### config.mk
export PLATFORM = sky130hd
export DESIGN_NAME = sram_burst_arbiter_flat
export DESIGN_NICKNAME = d
export VERILOG_FILES = /design/src/rtl/sram_burst_arbiter_if.sv /design/src/rtl/sram_burst_arbiter.sv /design/src/flat_wrapper.sv
export SDC_FILE = /design/constraint.sdc
export NUM_CORES = 1
export LEC_CHECK = 0
export CORE_MARGIN = 2
export CORE_UTILIZATION = 50
export DETAILED_ROUTE_END_ITERATION = 8
export PLACE_DENSITY = 0.86
export SLEW_MARGIN = 10
export SYNTH_ARGS = -nofsm -noshare
export SYNTH_HDL_FRONTEND = slang
export SYNTH_SLANG_ARGS = --single-unit
### constraint.sdc
create_clock -name CLK -period 4.5 [get_ports CLK]
set_clock_uncertainty 0.15 [all_clocks]
set_input_delay 1.125 -clock CLK [delete_from_list [all_inputs] [get_ports CLK]]
set_output_delay 1.125 -clock CLK [all_outputs]
set_load 0.005 [all_outputs]
### src/rtl/sram_burst_arbiter_if.sv
// -----------------------------------------------------------------------------
// sram_burst_arbiter_if
//
// Bundles every signal between the two burst requesters, the burst arbiter and
// the 1024x8 SRAM wrapper. Clock and reset stay outside the interface.
//
// Handshake semantics (the only flow-control rules in this block):
//   * i_ReqN is a request held high until the cycle o_AckN is seen; i_WrN,
//     i_AddrN and i_LenN must be stable while i_ReqN is high. Dropping i_ReqN
//     before o_AckN withdraws the request.
//   * o_PopN high means i_WDataN is consumed at the end of this cycle; the
//     requester presents the next word in the following cycle. No backpressure.
//   * o_RValidN high means o_RData carries a read beat for port N this cycle.
//     The sink must accept it; there is no ready.
//   * o_DoneN is a one-cycle pulse marking the end of port N's burst.
//
// Modports:
//   slave  - the arbiter's view (drives o_*, samples i_*)
//   master - the environment's view (requesters plus SRAM wrapper)
// -----------------------------------------------------------------------------
interface sram_burst_arbiter_if #(
    parameter int ADDR_W = 10,
    parameter int DATA_W = 8
);
    // Requester side
    logic              i_Req0,    i_Req1;
    logic              i_Wr0,     i_Wr1;
    logic [ADDR_W-1:0] i_Addr0,   i_Addr1;
    logic [ADDR_W-1:0] i_Len0,    i_Len1;
    logic [DATA_W-1:0] i_WData0,  i_WData1;
    logic              o_Ack0,    o_Ack1;
    logic              o_Pop0,    o_Pop1;
    logic              o_RValid0, o_RValid1;
    logic [DATA_W-1:0] o_RData;
    logic              o_Done0,   o_Done1;
    logic              o_Busy;
    // SRAM side
    logic              o_SRAM_EN_R;
    logic              o_SRAM_EN_W;
    logic [ADDR_W-1:0] o_SRAM_Addr;
    logic [DATA_W-1:0] o_SRAM_DataIn;
    logic [DATA_W-1:0] i_SRAM_DataOut;
    // Controller state for observation (0 idle, 1 burst, 2 drain)
    logic [1:0]        o_DbgState;

    modport slave (
        input  i_Req0, i_Req1, i_Wr0, i_Wr1, i_Addr0, i_Addr1,
               i_Len0, i_Len1, i_WData0, i_WData1, i_SRAM_DataOut,
        output o_Ack0, o_Ack1, o_Pop0, o_Pop1, o_RValid0, o_RValid1,
               o_RData, o_Done0, o_Done1, o_Busy,
               o_SRAM_EN_R, o_SRAM_EN_W, o_SRAM_Addr, o_SRAM_DataIn,
               o_DbgState
    );

    modport master (
        output i_Req0, i_Req1, i_Wr0, i_Wr1, i_Addr0, i_Addr1,
               i_Len0, i_Len1, i_WData0, i_WData1, i_SRAM_DataOut,
        input  o_Ack0, o_Ack1, o_Pop0, o_Pop1, o_RValid0, o_RValid1,
               o_RData, o_Done0, o_Done1, o_Busy,
               o_SRAM_EN_R, o_SRAM_EN_W, o_SRAM_Addr, o_SRAM_DataIn,
               o_DbgState
    );
endinterface

### src/rtl/sram_burst_arbiter.sv
// -----------------------------------------------------------------------------
// sram_burst_arbiter
//
// Two-port round-robin burst controller in front of a single-port SRAM.
// A granted burst runs to completion: one beat per cycle at sequential
// addresses (wrapping at 2^ADDR_W). Writes pull data from the requester's
// FIFO head via o_Pop; reads return SRAM Q with a port-tagged valid strobe.
//
// Ports:
//   CLK     - clock
//   i_RSTn  - asynchronous active-low reset; aborts any burst silently
//   bus     - sram_burst_arbiter_if.slave: requester handshakes, read return,
//             registered SRAM controls, controller state for observation
// -----------------------------------------------------------------------------
module sram_burst_arbiter #(
    parameter int ADDR_W = 10,
    parameter int DATA_W = 8
) (
    input  logic                 CLK,
    input  logic                 i_RSTn,
    sram_burst_arbiter_if.slave  bus
);
    localparam logic [1:0] ST_IDLE  = 2'd0;
    localparam logic [1:0] ST_BURST = 2'd1;
    localparam logic [1:0] ST_DRAIN = 2'd2;

    localparam logic [ADDR_W-1:0] ADDR_ONE = ADDR_W'(1);

    logic [1:0]        state_q,     state_d;
    logic              port_q,      port_d;      // granted port
    logic              wr_q,        wr_d;        // granted burst is a write
    logic              pref_q,      pref_d;      // port preferred on a tie
    logic [ADDR_W-1:0] addr_q,      addr_d;      // address of the next beat
    logic [ADDR_W-1:0] len_q,       len_d;
    logic [ADDR_W-1:0] cnt_q,       cnt_d;       // index of the next beat
    logic              ack0_q,      ack0_d;
    logic              ack1_q,      ack1_d;
    logic              en_r_q,      en_r_d;
    logic              en_w_q,      en_w_d;
    logic [ADDR_W-1:0] sram_addr_q, sram_addr_d;
    logic [DATA_W-1:0] sram_din_q,  sram_din_d;
    // Read-valid pipeline: stage 1 lines up with the beat on the SRAM pins,
    // stage 2 with the cycle its Q is available.
    logic              rv1_q,       rv1_d;
    logic              rv2_q,       rv2_d;

    logic              gnt;
    logic              pop_any;
    logic              done_any;

    always_comb begin
        state_d     = state_q;
        port_d      = port_q;
        wr_d        = wr_q;
        pref_d      = pref_q;
        addr_d      = addr_q;
        len_d       = len_q;
        cnt_d       = cnt_q;
        ack0_d      = 1'b0;
        ack1_d      = 1'b0;
        en_r_d      = 1'b0;
        en_w_d      = 1'b0;
        sram_addr_d = sram_addr_q;
        sram_din_d  = sram_din_q;
        rv1_d       = 1'b0;
        rv2_d       = rv1_q;
        gnt         = 1'b0;
        pop_any     = 1'b0;
        done_any    = 1'b0;

        case (state_q)
            ST_IDLE: begin
                if (bus.i_Req0 || bus.i_Req1) begin
                    // Lone requester wins outright; a tie goes to pref_q.
                    gnt     = (bus.i_Req0 && bus.i_Req1) ? pref_q : bus.i_Req1;
                    port_d  = gnt;
                    wr_d    = gnt ? bus.i_Wr1   : bus.i_Wr0;
                    addr_d  = gnt ? bus.i_Addr1 : bus.i_Addr0;
                    len_d   = gnt ? bus.i_Len1  : bus.i_Len0;
                    cnt_d   = '0;
                    pref_d  = ~gnt;
                    ack0_d  = ~gnt;
                    ack1_d  = gnt;
                    state_d = ST_BURST;
                end
            end

            ST_BURST: begin
                en_r_d      = 1'b1;
                en_w_d      = wr_q;
                sram_addr_d = addr_q;
                addr_d      = addr_q + ADDR_ONE;   // natural wrap at 2^ADDR_W
                cnt_d       = cnt_q + ADDR_ONE;
                if (wr_q) begin
                    sram_din_d = port_q ? bus.i_WData1 : bus.i_WData0;
                    pop_any    = 1'b1;
                end else begin
                    rv1_d = 1'b1;
                end
                if (cnt_q == len_q) begin
                    if (wr_q) begin
                        done_any = 1'b1;
                        state_d  = ST_IDLE;
                    end else begin
                        state_d  = ST_DRAIN;
                    end
                end
            end

            ST_DRAIN: begin
                // The last read beat is the one in stage 2 with nothing behind it.
                if (rv2_q && !rv1_q) begin
                    done_any = 1'b1;
                    state_d  = ST_IDLE;
                end
            end

            default: begin
                state_d = ST_IDLE;
            end
        endcase
    end

    always_ff @(posedge CLK or negedge i_RSTn) begin
        if (!i_RSTn) begin
            state_q     <= ST_IDLE;
            port_q      <= 1'b0;
            wr_q        <= 1'b0;
            pref_q      <= 1'b0;
            addr_q      <= '0;
            len_q       <= '0;
            cnt_q       <= '0;
            ack0_q      <= 1'b0;
            ack1_q      <= 1'b0;
            en_r_q      <= 1'b0;
            en_w_q      <= 1'b0;
            sram_addr_q <= '0;
            sram_din_q  <= '0;
            rv1_q       <= 1'b0;
            rv2_q       <= 1'b0;
        end else begin
            state_q     <= state_d;
            port_q      <= port_d;
            wr_q        <= wr_d;
            pref_q      <= pref_d;
            addr_q      <= addr_d;
            len_q       <= len_d;
            cnt_q       <= cnt_d;
            ack0_q      <= ack0_d;
            ack1_q      <= ack1_d;
            en_r_q      <= en_r_d;
            en_w_q      <= en_w_d;
            sram_addr_q <= sram_addr_d;
            sram_din_q  <= sram_din_d;
            rv1_q       <= rv1_d;
            rv2_q       <= rv2_d;
        end
    end

    // port_q stays valid through DRAIN because no new grant happens until IDLE,
    // so it can tag the read-return strobe directly.
    assign bus.o_Ack0        = ack0_q;
    assign bus.o_Ack1        = ack1_q;
    assign bus.o_Pop0        = pop_any & ~port_q;
    assign bus.o_Pop1        = pop_any &  port_q;
    assign bus.o_Done0       = done_any & ~port_q;
    assign bus.o_Done1       = done_any &  port_q;
    assign bus.o_RValid0     = rv2_q & ~port_q;
    assign bus.o_RValid1     = rv2_q &  port_q;
    assign bus.o_RData       = bus.i_SRAM_DataOut;
    assign bus.o_Busy        = (state_q != ST_IDLE);
    assign bus.o_SRAM_EN_R   = en_r_q;
    assign bus.o_SRAM_EN_W   = en_w_q;
    assign bus.o_SRAM_Addr   = sram_addr_q;
    assign bus.o_SRAM_DataIn = sram_din_q;
    assign bus.o_DbgState    = state_q;

endmodule

### src/flat_wrapper.sv
// flat-port wrapper written by rule: the top's interface ports become plain ports
module sram_burst_arbiter_flat 
#(
    parameter int ADDR_W = 10,
    parameter int DATA_W = 8
)
  (CLK, i_RSTn, bus_i_Req0, bus_i_Req1, bus_i_Wr0, bus_i_Wr1, bus_i_Addr0, bus_i_Addr1, bus_i_Len0, bus_i_Len1, bus_i_WData0, bus_i_WData1, bus_i_SRAM_DataOut, bus_o_Ack0, bus_o_Ack1, bus_o_Pop0, bus_o_Pop1, bus_o_RValid0, bus_o_RValid1, bus_o_RData, bus_o_Done0, bus_o_Done1, bus_o_Busy, bus_o_SRAM_EN_R, bus_o_SRAM_EN_W, bus_o_SRAM_Addr, bus_o_SRAM_DataIn, bus_o_DbgState);
  sram_burst_arbiter_if #(.ADDR_W(ADDR_W), .DATA_W(DATA_W)) bus_i ();
  input  logic CLK;
  input  logic i_RSTn;
  input wire logic [$bits(bus_i.i_Req0)-1:0] bus_i_Req0;
  input wire logic [$bits(bus_i.i_Req1)-1:0] bus_i_Req1;
  input wire logic [$bits(bus_i.i_Wr0)-1:0] bus_i_Wr0;
  input wire logic [$bits(bus_i.i_Wr1)-1:0] bus_i_Wr1;
  input wire logic [$bits(bus_i.i_Addr0)-1:0] bus_i_Addr0;
  input wire logic [$bits(bus_i.i_Addr1)-1:0] bus_i_Addr1;
  input wire logic [$bits(bus_i.i_Len0)-1:0] bus_i_Len0;
  input wire logic [$bits(bus_i.i_Len1)-1:0] bus_i_Len1;
  input wire logic [$bits(bus_i.i_WData0)-1:0] bus_i_WData0;
  input wire logic [$bits(bus_i.i_WData1)-1:0] bus_i_WData1;
  input wire logic [$bits(bus_i.i_SRAM_DataOut)-1:0] bus_i_SRAM_DataOut;
  output wire logic [$bits(bus_i.o_Ack0)-1:0] bus_o_Ack0;
  output wire logic [$bits(bus_i.o_Ack1)-1:0] bus_o_Ack1;
  output wire logic [$bits(bus_i.o_Pop0)-1:0] bus_o_Pop0;
  output wire logic [$bits(bus_i.o_Pop1)-1:0] bus_o_Pop1;
  output wire logic [$bits(bus_i.o_RValid0)-1:0] bus_o_RValid0;
  output wire logic [$bits(bus_i.o_RValid1)-1:0] bus_o_RValid1;
  output wire logic [$bits(bus_i.o_RData)-1:0] bus_o_RData;
  output wire logic [$bits(bus_i.o_Done0)-1:0] bus_o_Done0;
  output wire logic [$bits(bus_i.o_Done1)-1:0] bus_o_Done1;
  output wire logic [$bits(bus_i.o_Busy)-1:0] bus_o_Busy;
  output wire logic [$bits(bus_i.o_SRAM_EN_R)-1:0] bus_o_SRAM_EN_R;
  output wire logic [$bits(bus_i.o_SRAM_EN_W)-1:0] bus_o_SRAM_EN_W;
  output wire logic [$bits(bus_i.o_SRAM_Addr)-1:0] bus_o_SRAM_Addr;
  output wire logic [$bits(bus_i.o_SRAM_DataIn)-1:0] bus_o_SRAM_DataIn;
  output wire logic [$bits(bus_i.o_DbgState)-1:0] bus_o_DbgState;
  assign bus_i.i_Req0 = bus_i_Req0;
  assign bus_i.i_Req1 = bus_i_Req1;
  assign bus_i.i_Wr0 = bus_i_Wr0;
  assign bus_i.i_Wr1 = bus_i_Wr1;
  assign bus_i.i_Addr0 = bus_i_Addr0;
  assign bus_i.i_Addr1 = bus_i_Addr1;
  assign bus_i.i_Len0 = bus_i_Len0;
  assign bus_i.i_Len1 = bus_i_Len1;
  assign bus_i.i_WData0 = bus_i_WData0;
  assign bus_i.i_WData1 = bus_i_WData1;
  assign bus_i.i_SRAM_DataOut = bus_i_SRAM_DataOut;
  assign bus_o_Ack0 = bus_i.o_Ack0;
  assign bus_o_Ack1 = bus_i.o_Ack1;
  assign bus_o_Pop0 = bus_i.o_Pop0;
  assign bus_o_Pop1 = bus_i.o_Pop1;
  assign bus_o_RValid0 = bus_i.o_RValid0;
  assign bus_o_RValid1 = bus_i.o_RValid1;
  assign bus_o_RData = bus_i.o_RData;
  assign bus_o_Done0 = bus_i.o_Done0;
  assign bus_o_Done1 = bus_i.o_Done1;
  assign bus_o_Busy = bus_i.o_Busy;
  assign bus_o_SRAM_EN_R = bus_i.o_SRAM_EN_R;
  assign bus_o_SRAM_EN_W = bus_i.o_SRAM_EN_W;
  assign bus_o_SRAM_Addr = bus_i.o_SRAM_Addr;
  assign bus_o_SRAM_DataIn = bus_i.o_SRAM_DataIn;
  assign bus_o_DbgState = bus_i.o_DbgState;
  sram_burst_arbiter #(.ADDR_W(ADDR_W), .DATA_W(DATA_W)) u_core (.CLK(CLK), .i_RSTn(i_RSTn), .bus(bus_i));
endmodule
==> results.toml <==
[synth]
ys.flop_type = "dfrtp_1"
syn_area_um2 = 3330
syn_area_per_cell_um2 = 9.71
ys_seq_area_frac = 0.443
ys_seq_elements = 59
syn-num-nets = 418
synth_xor_xnor_area_share = 0.0421
yosys-top-cells-count = "dfrtp_1 (59), nand2_1 (27), nor2_1 (22), a21oi_1 (17), mux2i_1 (16)"
synth_top_area_cell = "dfrtp_1"
synthMuxAreaShare = 0.0785
synth_edf_count = 0
synth_cell_type_count = 52
yosysWarnings = 0
yosys.area_share.adder = 0.0188
synth_compound_area_frac = 0.179
syn_inst = 343
synth_top_family_by_area = "simple AND/OR/NAND/NOR gates"
async_flop_share = 1.00
yosysTopAreaCellShare = 0.443
yosysMostFrequentCell = "dfrtp_1"
netlist_top_cells_area = "dfrtp_1 (44%), mux2i_1 (4.8%), mux2_2 (3.0%)"
synth_simple_gate_area_frac = 0.188

[cts]
cts_hold_buf = 0
path_clk_slew_ps = 70
cts_resized = 0
clock_latency_ps = 340
cts.sinks = 59
cts_buffer_depth = 2
clockRootBuffer = "clkbuf_8"
cts_buffers = 9
cts_tree = "done"
cts_max_level = 3
cts_setup_buffers = 0

[worst_hold_path]
hold_class = "register to register"
hold_end = "u_core.rv2_q"
whs_path_depth = 0
hold_start = "u_core.rv1_q"

[power_and_ir_drop]
p_per_area_nw_per_um2 = 247
p_sw_mw = 0.258
p_int_mw = 0.832
total_power_mw = 1.09
switching_share = 0.237
vdd_ir_drop_max_v = 0.000169
seqPwrFrac = 0.499
power.leakage_nw = 1.90
clockPowerShare = 0.398
p_comb_frac = 0.103

[floorplan]
initial_utilization = 0.522
row_count = 29
fp.dieH_um = 85.6
die_w_um = 85.6
core_um2 = 6390
die-area_um2 = 7330
io_pins = 109

[cells_and_area]
area_delta_synth_final_pct = 32.6
antenna_cells = 0
multi_input_area_um2 = 1690
stdcell_area_um2 = 4420
drive_gt1_frac = 0.0886
layout.area.seq_um2 = 1480
n_fill_cell = 513
fin_nets = 499

[critical_path]
r2r-end = "u_core.addr_q[8]"
path_delay_family = "simple AND/OR/NAND/NOR gates"
cp.arrival_ps = 2580
worstReg2RegStart = "u_core.bus.o_DbgState[1]"
cp-end-kind = "primary output"
cpPeakStageDelay_ps = 560
crit_fanout = 6
cp-start-kind = "register"
cp.required_ps = 3220
worst-path-buf-inv = 1
rr_worst_depth = 7
critPathSlowestCell = "nor4_2"
path_class = "register to primary output"
rrSetupSlack_ps = 2100
crit_chain = "xor2_1 -> nor4_2 -> a41oi_1 -> nor3b_1 -> clkdlybuf4s50_1"

[route]
drt_iter0_markers = 233
first_pass_iters = 4
drc_errors = 0
viasPerCell = 5.83
drt_wl_total_um = 8380
ant_nets = 0
wl_met1_um = 3650
wl_per_cell_um = 16.6
wl_met2_um = 4170
wl_met3_um = 462
vias = 2949
highest_layer = "met4"

[timing]
fin_crit_sh = 0.857
fin_setup_tns_ps = 0
rsz0062_at_grt = "false"
holdWs_ps = 214
setup_viol = 0
tightest_slew_ps = 881
period_needed_ps = 3860
slew_headroom = 0.413
max_freq_mhz = 259
finalHoldViolations = 0
slew_violations = 0

[global_routing]
grt_overflow = 0
grt_max_degree = 41
grt_pass1_vias = 2804
grt_usage = 0.238
antenna_found_initial = 0
grt_first_pass_wirelength_um = 13700

[placed_design]
io_buffer_count = 92
place_congestion = 0.828
place_hpwl_um = 6080
dpl-instance-area_um2 = 4240

[status]
status = "finished clean"

[run]
cap_violations = 0
[sequential cells by signal (all words and copies together) (netlist names)]
name / flops
u_core.addr_q: 10
u_core.rv1_q: 1
u_core.rv2_q: 1
u_core.port_q: 1
u_core.cnt_q: 10
u_core.len_q: 10
u_core.bus.o_SRAM_EN_R: 1
u_core.bus.o_Ack1: 1
u_core.pref_q: 1
u_core.bus.o_Ack0: 1
u_core.bus.o_SRAM_EN_W: 1
u_core.wr_q: 1
u_core.bus.o_SRAM_DataIn: 8
u_core.bus.o_DbgState: 2
u_core.bus.o_SRAM_Addr: 10
[area by class of cell]
cell class | count | share of cell area
Tap cell | 77 | 0.0218
Clock inverter | 2 | 0.00227
Timing Repair Buffer | 98 | 0.218
Multi-Input combinational cell | 250 | 0.382
Clock buffer | 14 | 0.0368
Sequential cell | 59 | 0.334
Inverter | 6 | 0.00510
[power groups by stage]
stage          Combinational (mW)  Sequential [mW]  Clock, mW
3_5_place_dp                0.113            0.554          0
2_1_floorplan              0.0475            0.550          0
3_3_place_gp                0.110            0.553          0
4_1_cts                     0.114            0.544      0.437
6_report                    0.112            0.544      0.434
5_1_grt                     0.123            0.544      0.463
[metal layers]
layer | vias to the layer above | track usage
met3 | 12 | 0.0577
li1 | 1425 | -
met2 | 91 | 0.386
met5 | - | 0
met1 | 1421 | 0.322
met4 | 0 | 0.0664
[worst max-delay path by stage]
stage	slack [ps]	startpoint	cells after the start	endpoint
6_report	640	u_core.cnt_q[0]	5	bus_o_Done0
5_1_grt	500	u_core.cnt_q[0]	5	bus_o_Done0
4_1_cts	620	u_core.cnt_q[0]	5	bus_o_Done0
3_5_place_dp	990	bus_i_Req1	5	u_core.addr_q[8]
3_3_place_gp	1060	bus_i_Req1	5	u_core.addr_q[8]
2_1_floorplan	1700	u_core.bus.o_DbgState[1]	6	bus_o_Done1
[cells by family (layout without fill, tap and decap cells)]
kind of cell / Yosys count / after routing
compound gates: 89 / 89
xor+xnor: 16 / 16
fa+ha+maj: 5 / 5
buf+inv: 34 / 120
flops: 59 / 59
mux: 25 / 25
simple gates: 115 / 115
[placed cells by master, fill, tap and decap left out, types with 11 or more instances in the layout]
cell type and count:
nor2_1 22, nand3_1 13, clkbuf_8 11, xor2_1 11, o21ai_0 15, dfrtp_1 59
a21oi_1 17, clkdlybuf4s50_1 91, and3_1 13, mux2i_1 16, nand2_1 27
[per-stage QoR]
| step | util | cells | setup slack [ps] |
|---|---|---|---|
| after floorplan | - | 343 | 1700 |
| after global placement | 0.665 | 490 | 1060 |
| after detailed placement | 0.665 | 490 | 990 |
| after CTS | 0.692 | 506 | 621 |
| after global routing | 0.692 | 506 | 497 |
| final | 0.692 | 506 | 642 |
Note: power is estimated with default switching activity, not from simulation.
